===== src/rtl/uart_alu_interface_if.sv =====
`default_nettype none
// ============================================================================
// uart_alu_interface_if : UART RX/TX and ALU signal bundle for the frame controller
// Rev 1.0
// ============================================================================
interface uart_alu_interface_if #(
   parameter int N = 8
);
   logic [7:0]   i_rx_data;
   logic         i_rx_done;
   logic         i_tx_done;
   logic         o_tx_start;
   logic [7:0]   o_tx_data;
   logic [N-1:0] i_alu_result;
   logic         i_alu_zero;
   logic         i_alu_overflow;
   logic         i_alu_carry;
   logic [N-1:0] o_datoA;
   logic [N-1:0] o_datoB;
   logic [5:0]   o_operacion;
   logic         o_busy;
   logic         o_err;
   logic         o_rx_drop;

   modport slave (
      input  i_rx_data, i_rx_done, i_tx_done,
      input  i_alu_result, i_alu_zero, i_alu_overflow, i_alu_carry,
      output o_tx_start, o_tx_data, o_datoA, o_datoB, o_operacion,
      output o_busy, o_err, o_rx_drop
   );

   modport master (
      output i_rx_data, i_rx_done, i_tx_done,
      output i_alu_result, i_alu_zero, i_alu_overflow, i_alu_carry,
      input  o_tx_start, o_tx_data, o_datoA, o_datoB, o_operacion,
      input  o_busy, o_err, o_rx_drop
   );
endinterface
`default_nettype wire


===== src/rtl/uart_alu_interface.sv =====
`default_nettype none
// ============================================================================
// uart_alu_interface : collects A/B/opcode bytes, runs the ALU, returns result+flags
// Rev 1.0
// ============================================================================
module uart_alu_interface #(
   parameter int N           = 8,
   parameter int TIMEOUT_CYC = 100000
) (
   input wire                  i_clk,
   input wire                  i_rst_n,
   uart_alu_interface_if.slave bus
);

   localparam int c_TO_W = (TIMEOUT_CYC > 0) ? $clog2(TIMEOUT_CYC + 1) : 1;
   localparam logic [c_TO_W-1:0] c_TO_LAST = c_TO_W'((TIMEOUT_CYC > 0) ? TIMEOUT_CYC - 1 : 0);

   typedef enum logic [2:0] {
      S_WAIT_A   = 3'd0,
      S_WAIT_B   = 3'd1,
      S_WAIT_OP  = 3'd2,
      S_EXEC     = 3'd3,
      S_SEND_RES = 3'd4,
      S_WAIT_TX1 = 3'd5,
      S_SEND_FLG = 3'd6,
      S_WAIT_TX2 = 3'd7
   } state_t;

   state_t            r_state;
   logic [N-1:0]      r_datoA;
   logic [N-1:0]      r_datoB;
   logic [5:0]        r_operacion;
   logic [7:0]        r_tx_data;
   logic [7:0]        r_flag;
   logic              r_tx_start;
   logic              r_busy;
   logic              r_err;
   logic              r_rx_drop;
   logic [c_TO_W-1:0] r_to_cnt;

   logic              w_op_valid;
   logic              w_in_rx_wait;
   logic              w_to_expire;
   logic              w_to_run;
   logic [7:0]        w_res_ext;

   always_comb begin
      w_op_valid = 1'b0;
      case (bus.i_rx_data)
         8'h20, 8'h22, 8'h24, 8'h25,
         8'h26, 8'h27, 8'h02, 8'h03: w_op_valid = 1'b1;
         default:                    w_op_valid = 1'b0;
      endcase
   end

   // An arriving byte always beats an expiring timeout in the same cycle
   assign w_in_rx_wait = (r_state == S_WAIT_B) || (r_state == S_WAIT_OP);
   assign w_to_expire  = (TIMEOUT_CYC != 0) && w_in_rx_wait && !bus.i_rx_done
                         && (r_to_cnt == c_TO_LAST);
   assign w_to_run     = (TIMEOUT_CYC != 0) && w_in_rx_wait && !bus.i_rx_done
                         && !w_to_expire;
   assign w_res_ext    = 8'(bus.i_alu_result);

   always_ff @(posedge i_clk or negedge i_rst_n) begin
      if (!i_rst_n) begin
         r_state     <= S_WAIT_A;
         r_datoA     <= '0;
         r_datoB     <= '0;
         r_operacion <= '0;
         r_tx_data   <= '0;
         r_flag      <= '0;
         r_tx_start  <= 1'b0;
         r_busy      <= 1'b0;
         r_err       <= 1'b0;
         r_rx_drop   <= 1'b0;
         r_to_cnt    <= '0;
      end else begin
         r_tx_start <= 1'b0;
         r_err      <= 1'b0;
         r_rx_drop  <= bus.i_rx_done && r_busy;
         r_to_cnt   <= w_to_run ? r_to_cnt + 1'b1 : '0;

         case (r_state)
            S_WAIT_A: begin
               if (bus.i_rx_done) begin
                  r_datoA <= bus.i_rx_data[N-1:0];
                  r_state <= S_WAIT_B;
               end
            end
            S_WAIT_B: begin
               if (bus.i_rx_done) begin
                  r_datoB <= bus.i_rx_data[N-1:0];
                  r_state <= S_WAIT_OP;
               end else if (w_to_expire) begin
                  r_err   <= 1'b1;
                  r_state <= S_WAIT_A;
               end
            end
            S_WAIT_OP: begin
               if (bus.i_rx_done) begin
                  if (w_op_valid) begin
                     r_operacion <= bus.i_rx_data[5:0];
                     r_busy      <= 1'b1;
                     r_state     <= S_EXEC;
                  end else begin
                     r_err   <= 1'b1;
                     r_state <= S_WAIT_A;
                  end
               end else if (w_to_expire) begin
                  r_err   <= 1'b1;
                  r_state <= S_WAIT_A;
               end
            end
            S_EXEC: begin
               r_tx_data  <= w_res_ext;
               r_flag     <= {5'b0, bus.i_alu_carry, bus.i_alu_overflow, bus.i_alu_zero};
               r_tx_start <= 1'b1;
               r_state    <= S_SEND_RES;
            end
            S_SEND_RES: r_state <= S_WAIT_TX1;
            S_WAIT_TX1: begin
               if (bus.i_tx_done) begin
                  r_tx_data  <= r_flag;
                  r_tx_start <= 1'b1;
                  r_state    <= S_SEND_FLG;
               end
            end
            S_SEND_FLG: r_state <= S_WAIT_TX2;
            S_WAIT_TX2: begin
               if (bus.i_tx_done) begin
                  r_busy  <= 1'b0;
                  r_state <= S_WAIT_A;
               end
            end
            default: begin
               r_busy  <= 1'b0;
               r_state <= S_WAIT_A;
            end
         endcase
      end
   end

   assign bus.o_tx_start  = r_tx_start;
   assign bus.o_tx_data   = r_tx_data;
   assign bus.o_datoA     = r_datoA;
   assign bus.o_datoB     = r_datoB;
   assign bus.o_operacion = r_operacion;
   assign bus.o_busy      = r_busy;
   assign bus.o_err       = r_err;
   assign bus.o_rx_drop   = r_rx_drop;

endmodule
`default_nettype wire


===== src/flat_wrapper.sv =====
// flat-port wrapper written by rule: the top's interface ports become plain ports
module uart_alu_interface_flat 
#(
   parameter int N           = 8,
   parameter int TIMEOUT_CYC = 100000
)
  (i_clk, i_rst_n, bus_i_rx_data, bus_i_rx_done, bus_i_tx_done, bus_i_alu_result, bus_i_alu_zero, bus_i_alu_overflow, bus_i_alu_carry, bus_o_tx_start, bus_o_tx_data, bus_o_datoA, bus_o_datoB, bus_o_operacion, bus_o_busy, bus_o_err, bus_o_rx_drop);
  uart_alu_interface_if #(.N(N)) bus_i ();
  input wire i_clk;
  input wire i_rst_n;
  input wire logic [$bits(bus_i.i_rx_data)-1:0] bus_i_rx_data;
  input wire logic [$bits(bus_i.i_rx_done)-1:0] bus_i_rx_done;
  input wire logic [$bits(bus_i.i_tx_done)-1:0] bus_i_tx_done;
  input wire logic [$bits(bus_i.i_alu_result)-1:0] bus_i_alu_result;
  input wire logic [$bits(bus_i.i_alu_zero)-1:0] bus_i_alu_zero;
  input wire logic [$bits(bus_i.i_alu_overflow)-1:0] bus_i_alu_overflow;
  input wire logic [$bits(bus_i.i_alu_carry)-1:0] bus_i_alu_carry;
  output wire logic [$bits(bus_i.o_tx_start)-1:0] bus_o_tx_start;
  output wire logic [$bits(bus_i.o_tx_data)-1:0] bus_o_tx_data;
  output wire logic [$bits(bus_i.o_datoA)-1:0] bus_o_datoA;
  output wire logic [$bits(bus_i.o_datoB)-1:0] bus_o_datoB;
  output wire logic [$bits(bus_i.o_operacion)-1:0] bus_o_operacion;
  output wire logic [$bits(bus_i.o_busy)-1:0] bus_o_busy;
  output wire logic [$bits(bus_i.o_err)-1:0] bus_o_err;
  output wire logic [$bits(bus_i.o_rx_drop)-1:0] bus_o_rx_drop;
  assign bus_i.i_rx_data = bus_i_rx_data;
  assign bus_i.i_rx_done = bus_i_rx_done;
  assign bus_i.i_tx_done = bus_i_tx_done;
  assign bus_i.i_alu_result = bus_i_alu_result;
  assign bus_i.i_alu_zero = bus_i_alu_zero;
  assign bus_i.i_alu_overflow = bus_i_alu_overflow;
  assign bus_i.i_alu_carry = bus_i_alu_carry;
  assign bus_o_tx_start = bus_i.o_tx_start;
  assign bus_o_tx_data = bus_i.o_tx_data;
  assign bus_o_datoA = bus_i.o_datoA;
  assign bus_o_datoB = bus_i.o_datoB;
  assign bus_o_operacion = bus_i.o_operacion;
  assign bus_o_busy = bus_i.o_busy;
  assign bus_o_err = bus_i.o_err;
  assign bus_o_rx_drop = bus_i.o_rx_drop;
  uart_alu_interface #(.N(N), .TIMEOUT_CYC(TIMEOUT_CYC)) u_core (.i_clk(i_clk), .i_rst_n(i_rst_n), .bus(bus_i));
endmodule

===== config.mk =====
export PLATFORM = sky130hd
export DESIGN_NAME = uart_alu_interface_flat
export DESIGN_NICKNAME = d
export VERILOG_FILES = /design/src/rtl/uart_alu_interface_if.sv /design/src/rtl/uart_alu_interface.sv /design/src/flat_wrapper.sv
export SDC_FILE = /design/constraint.sdc
export NUM_CORES = 1
export LEC_CHECK = 0
export BUFFER_PORTS_ARGS = -buffer_cell sky130_fd_sc_hd__buf_2
export CORE_ASPECT_RATIO = 2
export CORE_MARGIN = 3
export CORE_UTILIZATION = 30
export CTS_BUF_LIST = sky130_fd_sc_hd__clkbuf_16
export CTS_CLUSTER_SIZE = 24
export DETAILED_ROUTE_END_ITERATION = 6
export MAX_ROUTING_LAYER = met4
export PLACE_DENSITY = 0.6
export SYNTH_ARGS = -nofsm -noshare
export SYNTH_HDL_FRONTEND = slang
export SYNTH_SLANG_ARGS = --single-unit

===== constraint.sdc =====
create_clock -name i_clk -period 1.7 [get_ports i_clk]
set_clock_uncertainty 0.15 [all_clocks]
set_input_delay 0.085 -clock i_clk [delete_from_list [all_inputs] [get_ports i_clk]]
set_output_delay 0.085 -clock i_clk [all_outputs]
set_load 0.005 [all_outputs]

=== Word-level counts from Yosys, hierarchy flattened ===
Index checks and enable logic that the tools add are counted.

* Add/sub/neg operators: 1
* Multipliers: 0
* Divide/modulo/power cells: 0
* Order comparisons: 0
* Eq/ne operators: 21
* Shifts and indexed selects: 0
* Mux-type cells: 23
* Bitwise logic cells: 0
* Reductions and logical operators: 17

{| class="wikitable"
|+ Operators with widths
! kind !! count
|-
| $eq A8 B6 Y1 const B || 6
|-
| $pmux W3 S8 || 1
|-
| $mux W3 || 6
|-
| $add A17 B1 Y17 const B || 1
|-
| $eq A17 B17 Y1 const B || 1
|-
| $mux W17 || 1
|-
| $eq A8 B2 Y1 const B || 2
|-
| $pmux W8 S2 || 1
|-
| $eq A3 B3 Y1 const B || 4
|-
| $mux W1 || 9
|-
| $mux W8 || 1
|-
| $ne A2 B2 Y1 const B || 4
|-
| $reduce_or A8 Y1 || 1
|-
| $eq A3 B2 Y1 const B || 2
|-
| $pmux W1 S2 || 3
|-
| $reduce_and A2 Y1 || 3
|-
| $reduce_and A3 Y1 || 2
|-
| $logic_and A1 B1 Y1 || 4
|-
| $reduce_and A4 Y1 || 1
|-
| $reduce_bool A2 Y1 || 2
|-
| $eq A3 B1 Y1 const B || 1
|-
| $logic_not A3 Y1 || 1
|-
| $logic_not A1 Y1 || 2
|-
| $mux W2 || 1
|-
| other kinds (2) || 2
|}

* Flip-flop bits (word level): 57
* Bits in latches: 0
* RAM bits: 0
* Memory bits (read-only): 0
* Input bits: 23
* Output and inout port bits: 34
* Word-level logic and storage cells: 73
* Memories: 0

=== Logic depth before layout (Yosys ltp) ===
* Word-level depth: 7
* Mapped depth: 8
* Gate-level depth less buffers: 5

=== Least setup slack after synthesis ===
OpenSTA, ideal clock, no wires.

* Path kind: register to register
* Start point: register u_core.r_to_cnt[0]
* End point: register u_core.r_to_cnt[13]
* Setup time: 0.071 ns
* Arrival: 1.639 ns
* Data required time: 1.479 ns
* Setup slack: -0.161 ns
* Cell stages (with the launch flop): 9
* Path buffers: 3
* Period minus slack after synthesis: 1.861 ns
* Cells stage by stage: dfrtp_1 ha_1 and4_1 buf_6 and4_2 nand2b_1 buf_4 buf_6 nor2_1

* Cells in the longest elaborated chain, start to end: 5
* Elaborated cells between the ends (all ways): 6
* Those cells by class: add/sub: 1; eq/ne: 1; mux: 1; reduce/logical: 3

{| class="wikitable"
|+ RTL lines
! element !! RTL line !! source
|-
| from (decl) || uart_alu_interface.sv:39 || <nowiki>logic [c_TO_W-1:0] r_to_cnt;</nowiki>
|-
| from (signal assigned) || uart_alu_interface.sv:81 || <nowiki>r_to_cnt <= w_to_run ? r_to_cnt + 1'b1 : '0;</nowiki>
|-
| branches (longest 4 deep; another with $add A17 B1 Y17) || - ||
|-
| $mux W17 (*) || uart_alu_interface.sv:81 ||
|}

Every way passes the cells marked *.
A chain may end at the register's enable or synchronous reset.

=== Worst setup path after layout ===
* Start point: register u_core.r_to_cnt[0]
* End point: register u_core.r_to_cnt[16]

The elaborated chain is that of the path after synthesis.

==> metrics.csv <==
metric,value,unit
status,"complete, no violations",
largest net degree at the start of global routing,27,
H-tree Lvls,3,
Vias/cell,4.72,
Pins Over Slew Limit,0,
Worst Max-Slew Pin Slew,0.519,ns
Leak,1.75,nW
vias in the first global route,2001,
Setup WS post-layout,0.0714,ns
maximum vdd drop,0.498,mV
hold depth,5,
Core Region,8120,um^2
initial antenna violation count,0,
die height,136,um
Synth top area share,56.0,%
GRT Resource Usage Total,13.3,%
R2R Setup Slk,0.07,ns
synthesized area,2540,um^2
hold path startpoint,bus_i_tx_done,
FF-to-FF Start,u_core.r_to_cnt[0],
drt first pass iters,4,
max-cap violations,0,
post-route ant nets,0,
Ports,57,
area of the multi-input gates,1100,um^2
hold worst-path end,u_core.r_state[0],
Die Span X,71.1,um
"Primary FF master, synth",dfrtp_1,
Synth Register Bits,57,
sequential area share after synthesis,56.0,%
filler cell count,741,
area of the die,9690,um^2
Yosys top cell by area,dfrtp_1,
R2R depth,5,
TNS Setup,0,ns
Crit Path Category,reg -> reg,
pwr dens,1340,nW/um^2
ranking of synthesized cells by area,"dfrtp_1, mux2_2, nor2_1, xnor2_1, xor2_1",
final non-filler cell area,3660,um^2
clk_lat worst skew,0.33,ns
I/O Buffers,56,
hold crit path type,in -> reg,
cells after synthesis,213,
critical path arrival,1.74,ns
DRT iter0 DRCs,97,
Post-synth EDFFs,0,
# placed instances,379,
FF/Latch Area,1430,um^2
routability cong.,0.870,
CP Max Fanout,3,
syn avg cell area,11.9,um^2
final setup fails,0,
Overflow after GRT,0,
highest clock rate,0.614,GHz
DRC,0,
Routed WL per cell,14.4,um
CP Launch Type,flop,
Vias,1996,
yosys warns,0,
root buffer cell,clkbuf_16,
CTS Sinks,57,
RSZ-0062 raised after global routing,false,
area delta synth->final,43.9,%
crit-path max cell delay,0.47,ns
first-pass GRT wire length,9400,um
Yosys cell types,45,
NumNets Final,346,
# diodes,0,
syn_nets,237,
DPL Wire Length,4320,um
fin crit period,1.63,ns
"Slowest-stage cell, CP",or4_4,
Initial Utilization,31.4,%
asr flop ratio synth,100,%
clk buf depth,2,
ratio of cells with drive above 1 in the final layout,41.6,%
CP Cell Sequence,"ha_2, and4_2, nand2_2, or4_4, a21oi_2",
Worst Setup End Kind,flop,
number of cell rows,46,
reg-to-reg endpoint,u_core.r_to_cnt[16],
CP Data Required Time,1.81,ns
Slew headroom,65.4,%
CTS clock-pin slew for the worst setup and hold paths,0.05,ns
Placed Area,3090,um^2
Final Non-Filler Cells,423,
CTS Buf Count,9,
total wire length,6090,um
Tcrit/Tclk final,95.8,%
pre-CTS setup slack,-0.00247,ns
CTS tree,done,
Final Hold Vio Count,0,
## kinds of logic (layout without fill, tap and decap cells)
family / Yosys count / count (layout) / share of synthesized area, %
buf+inv: 12 / 125 / 2.70
xor+xnor: 13 / 13 / 4.47
mux: 27 / 27 / 11.8
flops: 57 / 57 / 56.0
simple gates: 77 / 78 / 17.4
compound gates: 26 / 26 / 7.13
fa+ha+maj: 1 / 1 / 0.492
## routing by layer
layer / track usage [%] / wire, um / up-vias
met5: - / 0 / -
met4: 7.32 / 209 / 0
met3: 4.37 / 224 / 22
met2: 24.0 / 3450 / 40
met1: 12.0 / 2210 / 965
li1: - / - / 969
## state kept, by name, indices dropped and copies added (netlist names)
signal	cells
u_core.bus.o_err	1
u_core.r_to_cnt	17
u_core.bus.o_rx_drop	1
u_core.r_state	3
u_core.bus.o_tx_start	1
u_core.bus.o_datoA	8
u_core.r_flag	3
u_core.bus.o_operacion	6
u_core.bus.o_busy	1
u_core.bus.o_tx_data	8
u_core.bus.o_datoB	8
## layout by cell type, fill, tap and decap left out, types with 2 or more instances in the layout
master          count
xnor2_1             7
and2_1              5
a22o_1              5
dfrtp_1            55
and3_1              2
mux2i_1             4
o31ai_1             2
clkbuf_16           9
buf_6               2
nand4_1             6
nand2b_2            2
mux2_4              4
nand2b_4            2
clkinv_2            2
nand3_1             5
buf_12              2
o211ai_1            2
nor4_1              3
inv_1               5
nor2b_1             3
xor2_1              6
nand2b_1            2
dfrtp_2             2
nand3b_1            2
buf_4              27
buf_2              53
mux2_2             19
dlymetal6s4s_1      2
clkinv_1            4
a21oi_1             6
nor2_1             18
and4_4              2
o21ai_0             5
nor3_1              2
nor4b_1             2
dlygate4sd3_1      19
nand2_1            12
## worst max-delay path by stage
stage                                  start  slack (ns)                   endpoint  cells after the start
after CTS                   bus_i_rx_data[2]       0.006  u_core.bus.o_operacion[5]                      6
after global placement      bus_i_rx_data[3]        0.02  u_core.bus.o_operacion[2]                      5
after global routing      u_core.r_to_cnt[0]      0.0001        u_core.r_to_cnt[16]                      5
after floorplan           u_core.r_to_cnt[0]       -0.03         u_core.r_to_cnt[1]                      8
after detailed placement    bus_i_rx_data[3]      -0.002  u_core.bus.o_operacion[5]                      5
final                     u_core.r_to_cnt[0]        0.07        u_core.r_to_cnt[16]                      5
## critical path, delay by kind of cell, from the launching register on
family	cells	cell delay, ns
AO/OA/AOI/OAI	1	0.12
flip-flops	1	0.35
AND/OR/NAND/NOR	3	0.78
adder cells (fa/ha/maj)	1	0.17
## per-stage QoR
step	hold WS (ns)	utilization (%)	total power (W)
global placement	-0.0595	38.1	0.00329
global route	0.0622	45.1	0.00521
finish	0.0507	45.1	0.00490
detailed placement	-0.0584	38.1	0.00334
CTS	0.0484	43.8	0.00494
floorplan	-0.361	-	0.00273
## Yosys cell counts, types with 3 or more instances
| master | instances |
|---|---|
| buf_2 | 4 |
| a21oi_1 | 6 |
| nor2_1 | 18 |
| nor2b_1 | 4 |
| mux2_2 | 23 |
| xnor2_1 | 7 |
| a22o_1 | 5 |
| nor4_1 | 3 |
| o21ai_0 | 5 |
| inv_1 | 4 |
| nand3_1 | 5 |
| nand2b_1 | 4 |
| dfrtp_1 | 57 |
| nand2_1 | 12 |
| nand4_1 | 6 |
| and2_1 | 5 |
| xor2_1 | 6 |
| mux2i_1 | 4 |
## timing repair
item	in CTS	in global routing
gates resized for setup	0	16
setup endpoints to repair	0	29
hold endpoints to repair	79	0
setup buffers	0	7
hold buffers	21	0
## report_power, final
| group | switching (W) | internal, W | leakage (nW) | total (W) |
|---|---|---|---|---|
| Combinational | 0.000644 | 0.000781 | 0.879 | 0.00143 |
| Sequential | 0.000197 | 0.00174 | 0.741 | 0.00194 |
| Clock | 0.000591 | 0.000950 | 0.130 | 0.00154 |
| Total | 0.00143 | 0.00347 | 1.75 | 0.00490 |
## layout make-up
type                            count  share of cell area (%)
Clock buffer                        9                    6.15
Clock inverter                      7                   0.786
Inverter                            4                   0.410
Multi-Input combinational cell    145                    30.0
Sequential cell                    57                    39.0
Tap cell                           96                    3.28
Timing Repair Buffer              105                    20.4
(Power assumes the default switching activity.)
